`src/rtl/vsm_pkg.sv`:
```
// vsm_pkg: shared definitions for the VSM control unit and its datapath blocks.
//   - vsmState_t : FSM state encodings (3-bit)
//   - OP_*       : 4-bit opcode constants NOP..HALT
//   - ALU_*      : AluOp codes (ADD, SUB, idle)
//   - ctrl_t     : bundle of every control output driven by the control unit
package vsm_pkg;

    typedef enum logic [2:0] {
        ST_IDLE   = 3'd0,
        ST_FETCH  = 3'd1,
        ST_DECODE = 3'd2,
        ST_EXEC1  = 3'd3,
        ST_EXEC2  = 3'd4,
        ST_HALT   = 3'd5
    } vsmState_t;

    localparam logic [3:0] OP_NOP   = 4'h0;
    localparam logic [3:0] OP_LDA   = 4'h1;
    localparam logic [3:0] OP_LDB   = 4'h2;
    localparam logic [3:0] OP_ADD   = 4'h3;
    localparam logic [3:0] OP_SUB   = 4'h4;
    localparam logic [3:0] OP_STA   = 4'h5;
    localparam logic [3:0] OP_CLRA  = 4'h6;
    localparam logic [3:0] OP_MOVAB = 4'h7;
    localparam logic [3:0] OP_HALT  = 4'hF;

    localparam logic [1:0] ALU_ADD  = 2'b00;
    localparam logic [1:0] ALU_SUB  = 2'b01;
    localparam logic [1:0] ALU_IDLE = 2'b11;

    typedef struct packed {
        logic       clearA;
        logic       latchA;
        logic       enableA;
        logic       latchB;
        logic       enableB;
        logic [1:0] aluOp;
        logic       aluEnable;
        logic       memRead;
        logic       memWrite;
        logic       latchIR;
        logic       pcInc;
        logic       halted;
        logic       illegalOp;
    } ctrl_t;

    // Quiescent control word: every strobe low, ALU parked on its idle code.
    localparam ctrl_t CTRL_IDLE = '{aluOp: ALU_IDLE, default: '0};

endpackage

```
`src/rtl/vsm_op_decode.sv`:
```
// vsm_op_decode: combinational opcode decode for the EXEC1 cycle.
// Ports:
//   ir        in  [3:0] latched opcode
//   exec1Ctrl out       control word to drive during EXEC1
//   toExec2   out       instruction needs a second execute cycle (STA)
//   toHalt    out       instruction halts the machine
module vsm_op_decode
    import vsm_pkg::*;
(
    input  logic [3:0] ir,
    output ctrl_t      exec1Ctrl,
    output logic       toExec2,
    output logic       toHalt
);

    always_comb begin
        exec1Ctrl = CTRL_IDLE;
        toExec2   = 1'b0;
        toHalt    = 1'b0;
        case (ir)
            OP_NOP: ;
            OP_LDA: begin
                exec1Ctrl.memRead = 1'b1;
                exec1Ctrl.latchA  = 1'b1;
            end
            OP_LDB: begin
                exec1Ctrl.memRead = 1'b1;
                exec1Ctrl.latchB  = 1'b1;
            end
            OP_ADD: begin
                exec1Ctrl.aluOp     = ALU_ADD;
                exec1Ctrl.aluEnable = 1'b1;
                exec1Ctrl.latchA    = 1'b1;
            end
            OP_SUB: begin
                exec1Ctrl.aluOp     = ALU_SUB;
                exec1Ctrl.aluEnable = 1'b1;
                exec1Ctrl.latchA    = 1'b1;
            end
            OP_STA: begin
                // A is put on the bus one cycle early so it is settled when
                // memory captures it in EXEC2.
                exec1Ctrl.enableA = 1'b1;
                toExec2           = 1'b1;
            end
            OP_CLRA:  exec1Ctrl.clearA = 1'b1;
            OP_MOVAB: begin
                exec1Ctrl.enableA = 1'b1;
                exec1Ctrl.latchB  = 1'b1;
            end
            OP_HALT:  toHalt = 1'b1;
            // 8..E: flagged for one cycle, otherwise treated as NOP.
            default:  exec1Ctrl.illegalOp = 1'b1;
        endcase
    end

endmodule

```
`src/rtl/vsm_control_unit.sv`:
```
// vsm_control_unit: Moore FSM sequencing FETCH / DECODE / EXEC for the VSM.
// Ports:
//   MainClock, ResetN       clock, async active-low reset
//   Start                   leave IDLE (only looked at in IDLE)
//   IB[3:0]                 internal bus, captured into IR during FETCH
//   ClearA LatchA EnableA   accumulator controls
//   LatchB EnableB          register B controls
//   AluOp[1:0] AluEnable    ALU operation / ALU drives A input path
//   MemRead MemWrite        memory drive / capture
//   LatchIR PcInc           IR load / PC increment
//   Halted IllegalOp        halt level / illegal-opcode pulse
// All outputs decode from state and IR only, so reset clears them at once.
module vsm_control_unit
    import vsm_pkg::*;
(
    input  logic       MainClock,
    input  logic       ResetN,
    input  logic       Start,
    input  logic [3:0] IB,
    output logic       ClearA,
    output logic       LatchA,
    output logic       EnableA,
    output logic       LatchB,
    output logic       EnableB,
    output logic [1:0] AluOp,
    output logic       AluEnable,
    output logic       MemRead,
    output logic       MemWrite,
    output logic       LatchIR,
    output logic       PcInc,
    output logic       Halted,
    output logic       IllegalOp
);

    vsmState_t  state, nextState;
    logic [3:0] ir;
    ctrl_t      ctrl, exec1Ctrl;
    logic       toExec2, toHalt;

    vsm_op_decode uDecode (
        .ir        (ir),
        .exec1Ctrl (exec1Ctrl),
        .toExec2   (toExec2),
        .toHalt    (toHalt)
    );

    always_ff @(posedge MainClock or negedge ResetN) begin
        if (!ResetN) begin
            state <= ST_IDLE;
            ir    <= 4'h0;
        end else begin
            state <= nextState;
            if (state == ST_FETCH)
                ir <= IB;
        end
    end

    always_comb begin
        nextState = ST_IDLE;
        ctrl      = CTRL_IDLE;
        case (state)
            ST_IDLE:   nextState = Start ? ST_FETCH : ST_IDLE;
            ST_FETCH: begin
                ctrl.memRead = 1'b1;
                ctrl.latchIR = 1'b1;
                nextState    = ST_DECODE;
            end
            ST_DECODE: begin
                ctrl.pcInc = 1'b1;
                nextState  = ST_EXEC1;
            end
            ST_EXEC1: begin
                ctrl = exec1Ctrl;
                if (toHalt)
                    nextState = ST_HALT;
                else if (toExec2)
                    nextState = ST_EXEC2;
                else
                    nextState = ST_FETCH;
            end
            ST_EXEC2: begin
                ctrl.enableA  = 1'b1;
                ctrl.memWrite = 1'b1;
                nextState     = ST_FETCH;
            end
            // Sticky until reset; Start is deliberately not looked at here.
            ST_HALT: begin
                ctrl.halted = 1'b1;
                nextState   = ST_HALT;
            end
            // Unused encodings fall back to IDLE with controls quiet.
            default:   nextState = ST_IDLE;
        endcase
    end

    assign ClearA    = ctrl.clearA;
    assign LatchA    = ctrl.latchA;
    assign EnableA   = ctrl.enableA;
    assign LatchB    = ctrl.latchB;
    assign EnableB   = ctrl.enableB;
    assign AluOp     = ctrl.aluOp;
    assign AluEnable = ctrl.aluEnable;
    assign MemRead   = ctrl.memRead;
    assign MemWrite  = ctrl.memWrite;
    assign LatchIR   = ctrl.latchIR;
    assign PcInc     = ctrl.pcInc;
    assign Halted    = ctrl.halted;
    assign IllegalOp = ctrl.illegalOp;

endmodule

```
`config.mk`:
```
export PLATFORM = sky130hd
export DESIGN_NAME = vsm_control_unit
export DESIGN_NICKNAME = d
export VERILOG_FILES = /design/src/rtl/vsm_pkg.sv /design/src/rtl/vsm_op_decode.sv /design/src/rtl/vsm_control_unit.sv
export SDC_FILE = /design/constraint.sdc
export NUM_CORES = 1
export LEC_CHECK = 0
export BUFFER_PORTS_ARGS = -buffer_cell sky130_fd_sc_hd__buf_2
export CORE_AREA = 2 2 39 41
export CTS_CLUSTER_SIZE = 20
export DETAILED_ROUTE_END_ITERATION = 10
export DIE_AREA = 0 0 41 43
export PLACE_DENSITY = 0.63
export SLEW_MARGIN = 10
export SYNTH_ARGS = -nofsm -noshare
export SYNTH_HDL_FRONTEND = slang
export SYNTH_SLANG_ARGS = --single-unit
```
`constraint.sdc`:
```
create_clock -name MainClock -period 1.4 [get_ports MainClock]
set_clock_uncertainty 0.05 [all_clocks]
set_input_delay 0.35 -clock MainClock [delete_from_list [all_inputs] [get_ports MainClock]]
set_output_delay 0.35 -clock MainClock [all_outputs]
set_load 0.02 [all_outputs]
```
==> metrics, run 1 <==
run status=complete, but fails checks; failing checks=setup timing; Register Area=178 um^2; Area Growth Syn to Fin=88.9%; Leakage=0.434 nW; drt first pass iters=4; drt drc=0; critical path required time=1.00 ns; Root Buffer=clkbuf_4; synthesized area per cell=9.69 um^2; clk buf depth=2; fillers=121; Comb power frac=73.8%; Seq pwr share=18.3%; Post-Route WL=1.48 mm; final hold violation count=0; CP Capture Type=output pin; VDD IR-drop max=1.58 mV; crit path time final=1.80 ns; mux cell area share after synthesis=12.2%; cell taking the most area after synthesis=dfrtp_1; Max-Cap Viols=0; Min-Delay Path Class=in -> reg; flop-to-flop setup slack=-0.16 ns; row cnt=14; power per cell area=2630 nW/um^2; HPWL Detailed=1.03 mm; cts bufs inserted=3; Starting Density=35.7%; CORE AREA=1380 um^2; Clock Power Share=7.9%; layout cells sized above 1=71.0%; Clk Latency, worst-skew pair=0.26 ns; Layout Nets=101; number of antenna violations at the first check in global routing=0; Synth Warn #=0; dominant cells by area after synthesis=dfrtp_1, mux2_4, xnor2_1; reg-to-reg startpoint=state[2]$_DFF_PN0_; Setup Viol. Count Final=17; post-synthesis sequential area ratio=35.4%; syn nets=58; final worst setup slack=-0.396 ns; vias per cell=4.99; post-synthesis compound-gate area fraction=10.6%; Peak Freq=557 MHz; DRT antenna net count=0; Final Wtd Congestion=0.736; synthesized flop and latch total=7; Die X=41 um; Cell Count, Final, Fillers Out=109; Tcrit/Tclk final=128%; first-pass GRT wire length=2.30 mm; Synth Area in Adders=0%; Synth cell types=30; hold slack=0.272 ns; top-count cell post-synth=dfrtp_1; commonest cells in the netlist=dfrtp_1, mux2_4, nand2_1, nor2_1, a21oi_1; Hold Path Origin=IB[0]; maximum fanout along the worst path=4; synthesized cell area=494 um^2; die area=1760 um^2; Placement Setup Slack=-0.129 ns; gr ovfl total=0; total track usage=19.5%; Synth Area in Simple Gates=29.1%; Post-Syn Instances=51; cell-internal power=1.45 mW; clk sinks=7; Sw Share=40.8%; DR vias=544; clock-pin slew of the registers on the worst-case setup and hold paths=0.06 ns; ant diodes=0; H-tree depth=1; dpl cells=100; port buffer count=19; Synth top area share=35.4%; Setup CP Type=reg -> out; RSZ-0062 raised after global routing=true; Worst Hold Depth=2; starting DRC count in detailed routing=4; Post-synth ARST share=100%; crit path DAT=1.40 ns; endpoint of the worst register-to-register path=ir[2]$_DFFE_PN0N_; CTS tree=yes; Main synth FF type=dfrtp_1; multi-input gate area in the final layout=355 um^2; net switching power=1.00 mW; largest net degree at the start of global routing=8; count of pins over their slew limit=0; Power Total=2.45 mW; vias in the first global route=528; number of enable-type register cells in the synthesized netlist=0; largest family of logic cells by synthesized area=simple AND/OR/NAND/NOR gates; R2R cell count=6; Top Ports=21; WL/cell=13.6 um; xor and xnor area share after synthesis=5.32%; die height=43 um; CP startpoint kind=register; worst min-delay path endpoint=ir[0]$_DFFE_PN0N_
per-layer routing:
layer | track usage [%] | vias to the layer above | part of all wire, %
li1 | - | 264 | -
met1 | 22.8 | 265 | 38
met2 | 34.1 | 15 | 59
met3 | 3.14 | 0 | 3.7
met4 | 6.00 | 0 | 0
met5 | 0 | - | 0
metrics by stage:
step	cell area [um^2]	setup TNS [ns]	util, %
after floorplan	526	-0.605	-
after global placement	746	-0.892	53.9
after detailed placement	746	-1.06	53.9
after CTS	873	-4.46	63.1
after global routing	933	-5.87	67.5
final	933	-4.86	67.5
power by group through the flow:
stage / clock [mW] / sequential [mW] / combinational, mW
6_report: 0.193 / 0.449 / 1.81
5_1_grt: 0.217 / 0.469 / 1.94
4_1_cts: 0.197 / 0.432 / 1.71
3_5_place_dp: 0 / 0.431 / 1.44
3_3_place_gp: 0 / 0.426 / 1.43
2_1_floorplan: 0 / 0.421 / 0.879
cell families (layout without fill, tap and decap cells):
logic type	count (synthesis)	after routing
mux	4	4
other cells	1	1
xor+xnor	3	3
flops	7	7
simple gates	23	23
compound gates	8	8
buf+inv	5	47
worst max-delay path by stage:
stage | slack (ns) | cells after the start | startpoint | end
after global placement | -0.12 | 4 | state[2]$_DFF_PN0_ | AluOp[1]
after CTS | -0.39 | 4 | state[2]$_DFF_PN0_ | AluOp[1]
after global routing | -0.47 | 4 | state[2]$_DFF_PN0_ | AluOp[1]
final | -0.40 | 4 | state[2]$_DFF_PN0_ | AluOp[1]
after floorplan | -0.11 | 2 | state[2]$_DFF_PN0_ | MemRead
after detailed placement | -0.13 | 4 | state[2]$_DFF_PN0_ | MemRead
flip-flops by register name, indices dropped and copies added, names as in the netlist:
| name | flops |
|---|---|
| ir | 4 |
| state | 3 |
cell type report:
type | count | share of cell area (%)
repair buffers | 41 | 36.9
clock buffers | 4 | 2.82
multi-input cells | 39 | 38.1
flip-flops and latches | 7 | 19.0
well taps | 16 | 2.14
inverters | 2 | 1.07
critical path, cell delays in order (launching register included):
cell      delay [ns]
dfrtp_1         0.40
and2b_1         0.22
nand3b_1        0.18
a21o_1          0.22
buf_6           0.13
cells in the final DEF (no fill, tap or decap), drive strengths merged, types with 3 or more instances in the layout:
cell | netlist | final
dfrtp | 7 | 7
buf | 2 | 40
nor2 | 4 | 4
clkbuf | 1 | 4
a21oi | 3 | 3
mux2 | 4 | 4
nand2 | 4 | 4
timing repair:
action	4_1_cts	5_1_grt
hold buffers	1	0
endpoints found under the setup margin	17	17
endpoints found under the hold margin	7	0
resized for setup	25	14
pin swaps	3	3
setup buffers	3	3
Power figures use the tool's default switching activity.
==> inputs of run 2 (changes only) <==
--- a/config.mk
+++ b/config.mk
@@ -10,7 +10,9 @@
 export CTS_CLUSTER_SIZE = 20
 export DETAILED_ROUTE_END_ITERATION = 10
 export DIE_AREA = 0 0 41 43
+export GPL_TIMING_DRIVEN = 0
 export PLACE_DENSITY = 0.63
+export REMOVE_ABC_BUFFERS = 1
 export SLEW_MARGIN = 10
 export SYNTH_ARGS = -nofsm -noshare
 export SYNTH_HDL_FRONTEND = slang
==> run 2 against run 1 <==
  * The flow still finishes with violations (setup timing)
  * Clock power shrank 10%
  * Flip-flop and latch count is the same
  * Maximum frequency about the same
  * Largest cell class is now buffers
  * Largest power group unchanged
==> metrics, run 2 (synthesis results as in run 1) <==
final hold violation count=0 (unchanged); Setup CP Type=reg -> out; total track usage=16.8% (-2.7 points); Min-Delay Path Class=in -> reg; commonest non-fill, non-tap cell in the layout=buf_4; first-pass GRT wire length=1.94 mm (-16%); clk sinks=7 (unchanged); Setup Viol. Count Final=16 (-1); clock-pin slew of the registers on the worst-case setup and hold paths=0.05 ns (about the same); starting DRC count in detailed routing=5 (+1); count of pins over their slew limit=0 (unchanged); vias per cell=4.93 (-1.1%); row cnt=14 (unchanged); Final TNS setup=-4.14 ns (+0.716 ns); Cell Count, Final, Fillers Out=106 (-2.8%); Die X=41 um (unchanged); Final Wtd Congestion=0.627 (-15%); WL/cell=13.5 um (-0.51%); RSZ-0062 raised after global routing=true; Layout Nets=98 (-3.0%); critical path required time=1.00 ns (about the same); final worst setup slack=-0.396 ns (+0.000178 ns); top flop regs=ir (4), state (3); Leakage=0.410 nW (-5.5%); number of antenna violations at the first check in global routing=0 (unchanged); fin util=64.3% (-3.2 points); CORE AREA=1380 um^2 (unchanged); drt drc=0 (unchanged); crit path time final=1.80 ns (-0.000178 ns); run status=complete, but fails checks; Peak Freq=557 MHz (about the same); HPWL Detailed=735 um (-29%); flop-to-flop setup slack=-0.07 ns (+0.09 ns); DRT antenna net count=0 (unchanged); clk buf depth=2 (unchanged); port buffer count=19 (unchanged); gr ovfl total=0 (unchanged); H-tree depth=1 (unchanged); ant diodes=0 (unchanged); DR vias=523 (-3.9%); crit path DAT=1.40 ns (about the same); largest net degree at the start of global routing=11 (+3); maximum fanout along the worst path=4 (unchanged); max FFs per register=4 (unchanged); power per cell area=2640 nW/um^2 (+0.47%); layout cells sized above 1=68.9% (-2.1 points); register with the most flip-flops=ir; VDD IR-drop max=1.10 mV (-30%); cts bufs inserted=3 (unchanged); Root Buffer=clkbuf_4; drt first pass iters=3 (-1); Top Ports=21 (unchanged); Starting Density=35.7% (unchanged); die height=43 um (unchanged); Post-Route WL=1.43 mm (-3.2%); failing checks=setup timing; commonest cells after routing, fill and taps aside=buf_4, buf_6, buf_2, dfrtp_2; CP Capture Type=output pin; die area=1760 um^2 (unchanged); CP startpoint kind=register; Tcrit/Tclk final=128% (about the same); vias in the first global route=477 (-9.7%); dpl cells=83 (-17%); Area Growth Syn to Fin=80.0%; Max-Cap Viols=0 (unchanged); Clk Latency, worst-skew pair=0.24 ns (-0.02 ns); CTS tree=yes
==> run 2: cell count changes in the layout (fill, tap and decap cells not counted), sizes merged <==
cell and delta:
buf -3
==> run 2: final cells by class <==
cell class / count / area [um^2]
inverters: 2 / 12.5
multi-input cells: 39 / 319
well taps: 16 / 20.0
repair buffers: 38 / 329
clock buffers: 4 / 26.3
flip-flops and latches: 7 / 183
fillers: 121 / 494
==> run 2: power breakdown <==
group          leakage [nW]  switching [mW]  internal [mW]
Sequential           0.0768           0.173          0.324
Clock                0.0150          0.0644          0.108
Combinational         0.318           0.710          0.971
==> run 2: final timing paths <==
check                           depth (start not counted)          startpoint                 end
worst max-delay path                                    4   ir[3]$_DFFE_PN0N_              LatchB
worst min-delay path                                    2               IB[3]   ir[3]$_DFFE_PN0N_
worst max register to register                          6  state[0]$_DFF_PN0_   ir[1]$_DFFE_PN0N_
worst min register to register                          1   ir[0]$_DFFE_PN0N_   ir[0]$_DFFE_PN0N_
max in group asynchronous                               2              ResetN  state[1]$_DFF_PN0_
min in group asynchronous                               2              ResetN   ir[3]$_DFFE_PN0N_
==> run 2: per-stage QoR <==
step / hold slack, ns / area [um^2] / setup slack (ns) / power (mW)
6_report: 0.284 / 890 / -0.396 / 2.35
5_1_grt: 0.283 / 890 / -0.477 / 2.52
4_1_cts: 0.278 / 796 / -0.368 / 2.07
3_5_place_dp: 0.137 / 587 / -0.286 / 1.42
3_3_place_gp: 0.132 / 587 / -0.279 / 1.39
2_1_floorplan: 0.00441 / 472 / -0.264 / 1.18
==> run 2: worst max-delay path, stage by stage, from the launching register on <==
cell and delay [ns]:
dfrtp_1 0.39, and4bb_2 0.36, nand2_1 0.06, nor3_1 0.16, buf_4 0.18
==> run 2: timing repair <==
item                                    4_1_cts  5_1_grt
endpoints found under the setup margin       17       18
pin swaps                                     3        4
endpoints found under the hold margin         7        0
setup buffers                                13        6
hold buffers                                  1        0
gates resized for setup                      28       18
==> run 2: metal layers <==
| layer | routed length [um] | global-route usage [%] | share of wire [%] | vias up |
|---|---|---|---|---|
| met1 | 499 | 17.8 | 35 | 238 |
| met2 | 794 | 28.1 | 56 | 21 |
| met5 | 0 | 0 | 0 | - |
| li1 | - | - | - | 256 |
| met3 | 70 | 2.62 | 4.9 | 8 |
| met4 | 65 | 11.3 | 4.5 | 0 |
==> inputs of run 3 (changes only) <==
--- a/config.mk
+++ b/config.mk
@@ -6,14 +6,15 @@
 export NUM_CORES = 1
 export LEC_CHECK = 0
 export BUFFER_PORTS_ARGS = -buffer_cell sky130_fd_sc_hd__buf_2
-export CORE_AREA = 2 2 39 41
+export CORE_MARGIN = 2
+export CORE_UTILIZATION = 40
 export CTS_CLUSTER_SIZE = 20
 export DETAILED_ROUTE_END_ITERATION = 10
-export DIE_AREA = 0 0 41 43
 export GPL_TIMING_DRIVEN = 0
 export PLACE_DENSITY = 0.63
 export REMOVE_ABC_BUFFERS = 1
 export SLEW_MARGIN = 10
 export SYNTH_ARGS = -nofsm -noshare
 export SYNTH_HDL_FRONTEND = slang
+export SYNTH_HIERARCHICAL = 1
 export SYNTH_SLANG_ARGS = --single-unit
==> run 3 against run 2 <==
  * Critical endpoint is now LatchA
  * Non-clock buffer count increased by 1
  * Worst hold slack lost 0.0048 ns
  * Worst setup slack worse by 0.046 ns
  * Flip-flop and latch count unchanged
  * Power is 23% higher
  * Sequential power rose by 17%
  * Utilization increased by 7.3 points
  * Global-route usage down 0.47 points
  * The run still ends with setup timing left
==> metrics, run 3 <==
run status=complete, but fails checks; failing checks=setup timing; drt first pass iters=3 (unchanged); Setup Viol. Count Final=18 (+2); reg-to-reg startpoint=state[2]$_DFF_PN0_; critical path required time=1.00 ns (about the same); number of enable-type register cells in the synthesized netlist=0 (unchanged); fillers=113 (-6.6%); port buffer count=19 (unchanged); synthesized area per cell=9.07 um^2 (-6.4%); starting DRC count in detailed routing=8 (+3); final worst setup slack=-0.442 ns (-0.0461 ns); Post-Syn Instances=73 (+43%); Synth top area share=26.5% (-9.0 points); Post-Route WL=1.61 mm (+13%); register with the most flip-flops=ir; endpoint of the worst register-to-register path=ir[1]$_DFFE_PN0P_; number of antenna violations at the first check in global routing=0 (unchanged); Sw Share=41.8% (+1.5 points); die height=44.7 um (+3.9%); CP Capture Point=LatchA; flop-to-flop setup slack=-0.08 ns (about the same); clk sinks=7 (unchanged); Seq pwr share=20.3% (-0.8 points); dpl cells=102 (+23%); post-synthesis sequential area ratio=26.5% (-9.0 points); vias in the first global route=523 (+9.6%); Peak Freq=543 MHz (-2.5%); crit path DAT=1.44 ns (+0.04 ns); Root Buffer=clkbuf_4; Main synth FF type=dfrtp_1; clk buf depth=2 (unchanged); Starting Density=43.4% (+7.7 points); final hold violation count=0 (unchanged); row cnt=14 (unchanged); ant diodes=0 (unchanged); count of pins over their slew limit=0 (unchanged); VDD IR-drop max=1.18 mV (+6.8%); commonest cells in the netlist=and2_1, dfrtp_1, buf_4, inv_1; layout cells sized above 1=67.6% (-1.3 points); cell-internal power=1.68 mW (+19%); DR vias=630 (+20%); Comb power frac=73.6% (+2.1 points); CP Capture Type=output pin; maximum fanout along the worst path=6 (+2); Min-Delay Path Class=in -> reg; commonest non-fill, non-tap cell in the layout=buf_4; cell taking the most area after synthesis=dfrtp_1; clock-pin slew of the registers on the worst-case setup and hold paths=0.05 ns (about the same); Setup CP Type=reg -> out; commonest cells after routing, fill and taps aside=buf_4, buf_6, dfrtp_2; Clock Power Share=6.1% (-1.2 points); RSZ-0062 raised after global routing=true; Placement Setup Slack=-0.272 ns (+0.0133 ns); Final Wtd Congestion=0.657 (+4.8%); top flop regs=ir (4), state (3); crit path time final=1.84 ns (+0.0461 ns); R2R cell count=5 (-1); Leakage=0.508 nW (+24%); synthesized cell area=662 um^2 (+34%); Tcrit/Tclk final=132% (+3.3 points); H-tree depth=1 (unchanged); Crit. Startpoint=ir[1]$_DFFE_PN0P_; Layout Nets=119 (+21%); WL/cell=12.7 um (-6.1%); CTS tree=yes; Area Growth Syn to Fin=64.8%; power per cell area=2640 nW/um^2 (about the same); synthesized flop and latch total=7 (unchanged); net switching power=1.20 mW (+27%); dominant cells by area after synthesis=dfrtp_1, mux2_4, buf_4; vias per cell=4.96 (+0.54%); CORE AREA=1520 um^2 (+10%); cts bufs inserted=3 (unchanged); max FFs per register=4 (unchanged); Die X=44.7 um (+9.0%); CP startpoint kind=register; gr ovfl total=0 (unchanged); Max-Cap Viols=0 (unchanged); Cell Count, Final, Fillers Out=127 (+20%); drt drc=0 (unchanged); largest net degree at the start of global routing=11 (unchanged); Synth Warn #=6 (+6); total track usage=16.3% (-0.47 points); first-pass GRT wire length=2.33 mm (+20%); Clk Latency, worst-skew pair=0.25 ns (about the same); Synth cell types=29 (-3.3%); Final TNS setup=-4.44 ns (-0.297 ns); die area=2000 um^2 (+13%); DRT antenna net count=0 (unchanged); Post-synth ARST share=100% (unchanged); Power Total=2.88 mW (+23%); Top Ports=21 (unchanged)
==> run 3: changes by cell type in the layout (fill, tap and decap cells not counted), sizes merged, moves of 2 or more <==
cell	change
nand2b	+3
a31o	+2
and2	+6
conb	+4
and3b	+3
nor4b	+2
inv	+3
o21ai	+3
a21boi	+2
==> run 3: cell families after synthesis <==
| family | share of synthesized area (%) |
|---|---|
| AO/OA/AOI/OAI | 12.9 |
| XOR/XNOR | 3.97 |
| buffers and inverters | 15.5 |
| flip-flops | 26.5 |
| multiplexers | 9.07 |
| other | 0.567 |
| AND/OR/NAND/NOR | 31.6 |
==> run 3: final cells by class <==
| type | count | area (um^2) | share of cell area, % |
|---|---|---|---|
| flip-flops and latches | 7 | 184 | 16.9 |
| well taps | 16 | 20.0 | 1.83 |
| repair buffers | 39 | 342 | 31.3 |
| multi-input cells | 56 | 500 | 45.9 |
| clock buffers | 4 | 26.3 | 2.41 |
| inverters | 5 | 18.8 | 1.72 |
==> run 3: repair_timing <==
item,4_1_cts,5_1_grt
gates resized for setup,35,23
gates cloned,1,0
buffers inserted,13,6
hold buffers,1,0
endpoints found under the hold margin,7,0
endpoints found under the setup margin,15,19
pin swaps,3,7
==> run 3: power groups by stage <==
stage / clock network [mW] / registers, mW / logic (mW)
4_1_cts: 0.189 / 0.568 / 1.65
2_1_floorplan: 0 / 0.513 / 0.878
6_report: 0.177 / 0.583 / 2.12
5_1_grt: 0.203 / 0.604 / 2.25
3_3_place_gp: 0 / 0.570 / 1.07
3_5_place_dp: 0 / 0.579 / 1.10
==> run 3: stage by stage <==
stage                     utilization, %  hold slack (ns)  instance area [um^2]
final                               71.6            0.280                  1090
after global routing                71.6            0.261                  1090
after CTS                           62.1            0.266                   946
after detailed placement            46.5            0.137                   708
after global placement              46.5            0.138                   708
after floorplan                        -          0.00441                   593
==> run 3: worst max-delay path: stages (launching register included) <==
cell and delay (ns):
dfrtp_2 0.47, nor4b_4 0.34, a31o_1 0.15, and2_4 0.13
buf_6 0.10
==> run 3: worst min-delay path by stage <==
stage	startpoint	endpoint	slack (ns)	cells after the start
finish	IB[0]	ir[0]$_DFFE_PN0P_	0.28	2
floorplan	ResetN	ir[0]$_DFFE_PN0P_	0.004	0
detailed placement	ResetN	state[1]$_DFF_PN0_	0.14	1
CTS	IB[0]	ir[0]$_DFFE_PN0P_	0.27	2
global placement	ResetN	state[1]$_DFF_PN0_	0.14	1
global route	IB[0]	ir[0]$_DFFE_PN0P_	0.26	2
==> run 3: layer usage <==
layer	GRT usage, %	share of wire [%]
met2	26.4	48
met4	9.09	1.8
met3	1.22	3.5
met1	21.3	47
met5	0	0
